**config.mk**
```make
export PLATFORM = sky130hd
export DESIGN_NAME = load_store_unit
export DESIGN_NICKNAME = d
export VERILOG_FILES = /design/src/rtl/load_store_unit.sv
export SDC_FILE = /design/constraint.sdc
export NUM_CORES = 1
export LEC_CHECK = 0
export CORE_ASPECT_RATIO = 1.5
export CORE_UTILIZATION = 40
export DETAILED_ROUTE_END_ITERATION = 12
export GPL_ROUTABILITY_DRIVEN = 1
export GPL_TIMING_DRIVEN = 0
export PLACE_DENSITY_LB_ADDON = 0.08
export SLEW_MARGIN = 10
export SYNTH_ARGS = -nofsm -noshare
export SYNTH_HDL_FRONTEND = slang
export SYNTH_SLANG_ARGS = --single-unit
```
**constraint.sdc**
```tcl
create_clock -name clk -period 2.8 [get_ports clk]
set_input_delay 0.42 -clock clk [delete_from_list [all_inputs] [get_ports clk]]
set_output_delay 0.42 -clock clk [all_outputs]
set_load 0.05 [all_outputs]
```
**src/rtl/load_store_unit.sv**
```systemverilog
// RV32I memory stage: drives a word-wide req/ack data bus for loads and stores and stalls the core meanwhile.
// Optional build macro MISALIGN_TRAP_EN: trap misaligned H/W accesses instead of silently aligning them.
module load_store_unit #(
  parameter int unsigned ADDR_W   = 16,
  parameter int unsigned MAX_WAIT = 15
) (
  input  logic              clk,
  input  logic              rst,
  input  logic              req,
  input  logic              memWrite,
  input  logic [2:0]        f3,
  input  logic [31:0]       addr,
  input  logic [31:0]       writeData,
  output logic [31:0]       readData,
  output logic              stall,
  output logic              err,
  output logic              mem_req,
  output logic              mem_we,
  output logic [ADDR_W-3:0] mem_addr,
  output logic [3:0]        mem_be,
  output logic [31:0]       mem_wdata,
  input  logic              mem_ack,
  input  logic [31:0]       mem_rdata
);

  localparam int unsigned WADDR_W = ADDR_W - 2;
  localparam int unsigned CNT_W   = $clog2(MAX_WAIT + 1);

  typedef enum logic [1:0] {IDLE, BUSY, DONE} state_t;

  state_t             state_q, state_d;
  logic               mem_req_q, mem_req_d;
  logic               mem_we_q, mem_we_d;
  logic [WADDR_W-1:0] mem_addr_q, mem_addr_d;
  logic [3:0]         mem_be_q, mem_be_d;
  logic [31:0]        mem_wdata_q, mem_wdata_d;
  logic [31:0]        rdata_q, rdata_d;
  logic               err_q, err_d;
  logic [CNT_W-1:0]   cnt_q, cnt_d;
  logic [2:0]         f3_q, f3_d;
  logic [1:0]         off_q, off_d;

  logic        f3_legal_c;
  logic        trap_c;
  logic [1:0]  off_c;
  logic [3:0]  be_c;
  logic [31:0] wdata_c;
  logic [31:0] load_ext_c;
  logic [7:0]  ld_byte_c;
  logic [15:0] ld_half_c;
  logic        addr_unused;

  assign addr_unused = ^addr[31:ADDR_W];

  assign f3_legal_c = (f3 == 3'b000) || (f3 == 3'b001) || (f3 == 3'b010) ||
                      (((f3 == 3'b100) || (f3 == 3'b101)) && !memWrite);

`ifdef MISALIGN_TRAP_EN
  assign trap_c = ((f3[1:0] == 2'b01) && addr[0]) ||
                  ((f3[1:0] == 2'b10) && (addr[1:0] != 2'b00));
`else
  assign trap_c = 1'b0;
`endif

  // Byte offset forced to natural alignment; only differs from addr[1:0] when untrapped misaligned.
  always_comb begin
    off_c   = addr[1:0];
    be_c    = 4'b1111;
    wdata_c = writeData;
    case (f3[1:0])
      2'b00: begin
        be_c    = 4'b0001 << off_c;
        wdata_c = {4{writeData[7:0]}};
      end
      2'b01: begin
        off_c   = {addr[1], 1'b0};
        be_c    = 4'b0011 << off_c;
        wdata_c = {2{writeData[15:0]}};
      end
      default: off_c = 2'b00;
    endcase
    if (!memWrite) be_c = 4'b1111;
  end

  // Lane select and extension of the returned word using the latched access shape.
  always_comb begin
    ld_half_c = off_q[1] ? mem_rdata[31:16] : mem_rdata[15:0];
    case (off_q)
      2'b00:   ld_byte_c = mem_rdata[7:0];
      2'b01:   ld_byte_c = mem_rdata[15:8];
      2'b10:   ld_byte_c = mem_rdata[23:16];
      default: ld_byte_c = mem_rdata[31:24];
    endcase
    case (f3_q)
      3'b000:  load_ext_c = {{24{ld_byte_c[7]}}, ld_byte_c};
      3'b100:  load_ext_c = {24'd0, ld_byte_c};
      3'b001:  load_ext_c = {{16{ld_half_c[15]}}, ld_half_c};
      3'b101:  load_ext_c = {16'd0, ld_half_c};
      default: load_ext_c = mem_rdata;
    endcase
  end

  always_comb begin
    state_d     = state_q;
    mem_req_d   = mem_req_q;
    mem_we_d    = mem_we_q;
    mem_addr_d  = mem_addr_q;
    mem_be_d    = mem_be_q;
    mem_wdata_d = mem_wdata_q;
    rdata_d     = rdata_q;
    err_d       = err_q;
    cnt_d       = cnt_q;
    f3_d        = f3_q;
    off_d       = off_q;
    stall       = 1'b0;
    case (state_q)
      IDLE: begin
        if (req) begin
          stall = 1'b1;
          if (!f3_legal_c || trap_c) begin
            state_d = DONE;
            err_d   = 1'b1;
            rdata_d = 32'd0;
          end else begin
            state_d     = BUSY;
            mem_req_d   = 1'b1;
            mem_we_d    = memWrite;
            mem_addr_d  = addr[ADDR_W-1:2];
            mem_be_d    = be_c;
            mem_wdata_d = wdata_c;
            f3_d        = f3;
            off_d       = off_c;
            cnt_d       = '0;
          end
        end
      end
      BUSY: begin
        stall = 1'b1;
        if (mem_ack) begin
          state_d   = DONE;
          mem_req_d = 1'b0;
          err_d     = 1'b0;
          rdata_d   = mem_we_q ? 32'd0 : load_ext_c;
        end else begin
          cnt_d = cnt_q + CNT_W'(1);
          if (cnt_d == CNT_W'(MAX_WAIT)) begin
            state_d   = DONE;
            mem_req_d = 1'b0;
            err_d     = 1'b1;
            rdata_d   = 32'd0;
          end
        end
      end
      DONE:    state_d = IDLE;
      default: state_d = IDLE;
    endcase
  end

  always_ff @(posedge clk or posedge rst) begin
    if (rst) begin
      state_q     <= IDLE;
      mem_req_q   <= 1'b0;
      mem_we_q    <= 1'b0;
      mem_addr_q  <= '0;
      mem_be_q    <= 4'd0;
      mem_wdata_q <= 32'd0;
      rdata_q     <= 32'd0;
      err_q       <= 1'b0;
      cnt_q       <= '0;
      f3_q        <= 3'd0;
      off_q       <= 2'd0;
    end else begin
      state_q     <= state_d;
      mem_req_q   <= mem_req_d;
      mem_we_q    <= mem_we_d;
      mem_addr_q  <= mem_addr_d;
      mem_be_q    <= mem_be_d;
      mem_wdata_q <= mem_wdata_d;
      rdata_q     <= rdata_d;
      err_q       <= err_d;
      cnt_q       <= cnt_d;
      f3_q        <= f3_d;
      off_q       <= off_d;
    end
  end

  assign mem_req   = mem_req_q;
  assign mem_we    = mem_we_q;
  assign mem_addr  = mem_addr_q;
  assign mem_be    = mem_be_q;
  assign mem_wdata = mem_wdata_q;
  assign readData  = rdata_q;
  assign err       = err_q;

endmodule

```
==> impl_results.md <==
* Mean instance size in the synthesized netlist at between 10 and 15 sq um
* DR iter-0 viols at ~190
* Die X-Extent at between 90 and 100 um
* EDFF count, synth at 0
* Netlist Area Pre-Place at 4770 sq um
* Worst setup SP type: register
* Max-capacitance violation count at 0
* Inserted Diodes at 0
* Setup skew after layout at 0.0106 ns
* GRT Resource Usage Total at 0.234
* Vias in the first global route at around 4300
* Max-slew violation total from the final report at 0
* Floorplan die height at 136 um
* # hold bufs at CTS at 0
* Type of the most critical hold path: reg2reg
* Share of total power consumed by net switching at 0.467
* Setup Fix Bufs, Post-CTS at 0
* Vias at 4214
* Pre-antenna DRT Iters at 4
* Cell row count at between 40 and 50
* Stage delay of the slowest cell on the critical path at 0.72 ns
* Number of instances resized during post-cts repair at 0
* CTS sink cnt at 96
* Proportion of power drawn by flip-flops and latches at 0.278
* Top-level port count at 190
* Standby leakage power at just over 3 nW
* Power Internal at 4.42 mW
* Dpl hpwl at 11000 um
* Fraction of the yosys area taken by sequential cells at 0.503
* Number of nets still failing antenna checks after routing at 0
* Time the final worst path needs with I/O delays and setup at about 2.4 ns
* Share of the clock period used by the worst path after layout at 0.847
* Critical Path AT at 2.63 ns
* Initial antenna violation count at 0
* Num CTS Buffers at 9
* Maximum number of pins on one net before global-route repair at 36
* Required @ worst endpoint at just over 3 ns
* Synth Register Bits at 96
* Final TNS setup at 0 ns
* Worst Setup End Kind: register
* Remaining design rule violation count at 0
* Switching power of the nets at 3.87 mW
* Crit-path slowest cell: sky130_fd_sc_hd__nor3b_1
* Syn_nets at 546
* TritonCTS clock tree: done
* Outcome: completed
* Deepest level of the CTS H-tree at 3
* Final Hold Vio Count at 0
* Number of warnings reported in the yosys synthesis log at 0
* Max FO, Critical Path at 10
* Largest vdd supply drop at 0.717 mV
* Routability-driven placement congestion ratio at 0.871
* Synthesized instance count at 440
* WL final at 14300 um
* Unrepaired setup endpoints after global routing: false
* Clock Tree Root: sky130_fd_sc_hd__clkbuf_16
* Clock power frac at 0.162
* Final total power at 8.29 mW
* Clock slew at the register clock pins of the worst setup and hold paths at 0.07 ns
* Combinational cell fraction of total power at 0.560
* Starting Density at 0.412
* Setup violations, final at 0
* Critical path type: reg2reg
* Number of buffer cells added on primary ports at 172
* Fraction of final layout cells sized beyond drive strength 1 at 0.0984
* Worst path bufs/invs at 1
* Highest Clock Rate at between 400 and 500 MHz
* Total overflow reported by the global router at 0
* Buffer levels on the longest clock path at 2
* Unique cell type count in the Yosys netlist at 40
* Die Area at 12400 sq um
* Async set or reset register ratio after synthesis at 1.00
* Vias per cell at around 5.4
* Cell chain of the critical path: nand2b_1 > nor3b_1 > clkbuf_1 > o221ai_1 > o2bb2ai_1
* Cell family with the largest share of critical-path delay: simple AND/OR/NAND/NOR gates
* WHS at 0.474 ns
* Slew at the pin closest to its max-slew limit at 1.12 ns
* Area growth from synthesis to final layout at 47.9%
* Core Region at 11600 sq um
* Clock network latency to the later pin of the worst-skew pair at approximately 0.34 ns
* First-pass GRT wire length at 22200 um
* Max-Slew Margin vs Limit at 0.253
* WL/cell at 18.3 um
* Prevailing post-synth register cell: sky130_fd_sc_hd__dfrtp_1
* Number of nets in the layout at 731
* Power density cells at 1170 nW/um^2
flip-flops by register name, summed over array words and instances, names as in the netlist:
name       flops
mem_be         4
f3_q           3
off_q          2
readData      32
mem_wdata     32
cnt_q          4
err            1
mem_req        1
state_q        2
mem_we         1
mem_addr      14
stage by stage:
| stage | cells | util | area [sq um] | setup WS [ns] |
|---|---|---|---|---|
| finish | 780 | 0.609 | 7060 | 0.429 |
| global route | 780 | 0.609 | 7060 | 0.284 |
| CTS | 780 | 0.609 | 7060 | 0.485 |
| detailed placement | 764 | 0.580 | 6730 | 0.146 |
| global placement | 762 | 0.577 | 6690 | 0.157 |
| floorplan | 440 | - | 4780 | 0.906 |
cell usage in the layout (no fill, tap or decap), types with 5 or more instances in the layout:
cell type                         instances
sky130_fd_sc_hd__a211o_1                  7
sky130_fd_sc_hd__a21oi_1                 32
sky130_fd_sc_hd__buf_1                    5
sky130_fd_sc_hd__clkbuf_1                19
sky130_fd_sc_hd__clkbuf_16                9
sky130_fd_sc_hd__clkdlybuf4s50_1        172
sky130_fd_sc_hd__dfrtp_1                 96
sky130_fd_sc_hd__inv_1                   11
sky130_fd_sc_hd__mux2_2                  17
sky130_fd_sc_hd__mux2_4                  13
sky130_fd_sc_hd__mux2i_1                 35
sky130_fd_sc_hd__nand2_1                 35
sky130_fd_sc_hd__nand2b_1                 6
sky130_fd_sc_hd__nand3_1                  7
sky130_fd_sc_hd__nor2_1                  24
sky130_fd_sc_hd__nor3_1                   5
sky130_fd_sc_hd__o21ai_0                 40
sky130_fd_sc_hd__o22ai_1                  8
sky130_fd_sc_hd__o2bb2ai_1               25
path summary, 6_finish.rpt:
| kind | slack [ns] | startpoint | cells past startpoint | end |
|---|---|---|---|---|
| min in group asynchronous | 0.57 | rst | 2 | mem_addr[7]$_DFFE_PP0P_ |
| max in group asynchronous | 1.60 | rst | 3 | readData[10]$_DFFE_PP0P_ |
| setup reg to reg | 0.43 | state_q[1]$_DFFE_PP0P_ | 5 | readData[0]$_DFFE_PP0P_ |
| hold reg to reg | 0.47 | readData[15]$_DFFE_PP0P_ | 1 | readData[15]$_DFFE_PP0P_ |
| setup / recovery | 0.43 | state_q[1]$_DFFE_PP0P_ | 5 | readData[0]$_DFFE_PP0P_ |
| hold / removal | 0.47 | readData[15]$_DFFE_PP0P_ | 1 | readData[15]$_DFFE_PP0P_ |
power by group through the flow:
stage,combinational (mW),sequential [mW],clock [mW]
6_report,4.64,2.30,1.35
5_1_grt,4.87,2.37,1.43
4_1_cts,4.66,2.31,1.38
3_5_place_dp,4.65,2.32,0
3_3_place_gp,4.60,2.30,0
2_1_floorplan,1.26,4.08,0
layout make-up:
type	count	area (sq um)
fillers	996	4540
flip-flops and latches	96	2400
multi-input cells	300	2170
repair buffers	174	1760
clock buffers	10	239
well taps	150	188
plain buffers	32	155
clock inverters	6	91.3
inverters	12	48.8
Yosys cell counts (all sizes together), types with 4 or more instances:
library cell,instances,area [sq um]
buf,13,83.8
nor2,24,90.1
a21oi,32,160
dfrtp,96,2400
nand2b,6,37.5
clkbuf,19,71.3
mux2,30,387
a211o,7,61.3
nand3,7,35.0
nor3,5,25.0
nand2,35,131
nor2b,4,25.0
o21ai,41,205
inv,12,45.0
o221ai,4,35.0
a22oi,4,30.0
a221o,4,40.0
o22ai,8,50.1
mux2i,35,350
mux4,4,90.1
o2bb2ai,25,219
cell families after synthesis:
| group | synth area share |
|---|---|
| AO/OA/AOI/OAI | 0.182 |
| adder cells (fa/ha/maj) | 0.00524 |
| buffers and inverters | 0.0420 |
| flip-flops | 0.503 |
| multiplexers | 0.173 |
| AND/OR/NAND/NOR | 0.0936 |
metal layers:
layer  vias to the layer above  share of wire  track usage
li1                       1980              -            -
met2                       160           0.53        0.416
met5                         -              0            0
met1                      2054           0.38        0.257
met3                        20          0.063       0.0634
met4                         0          0.030        0.111
(Power assumes the default switching activity.)
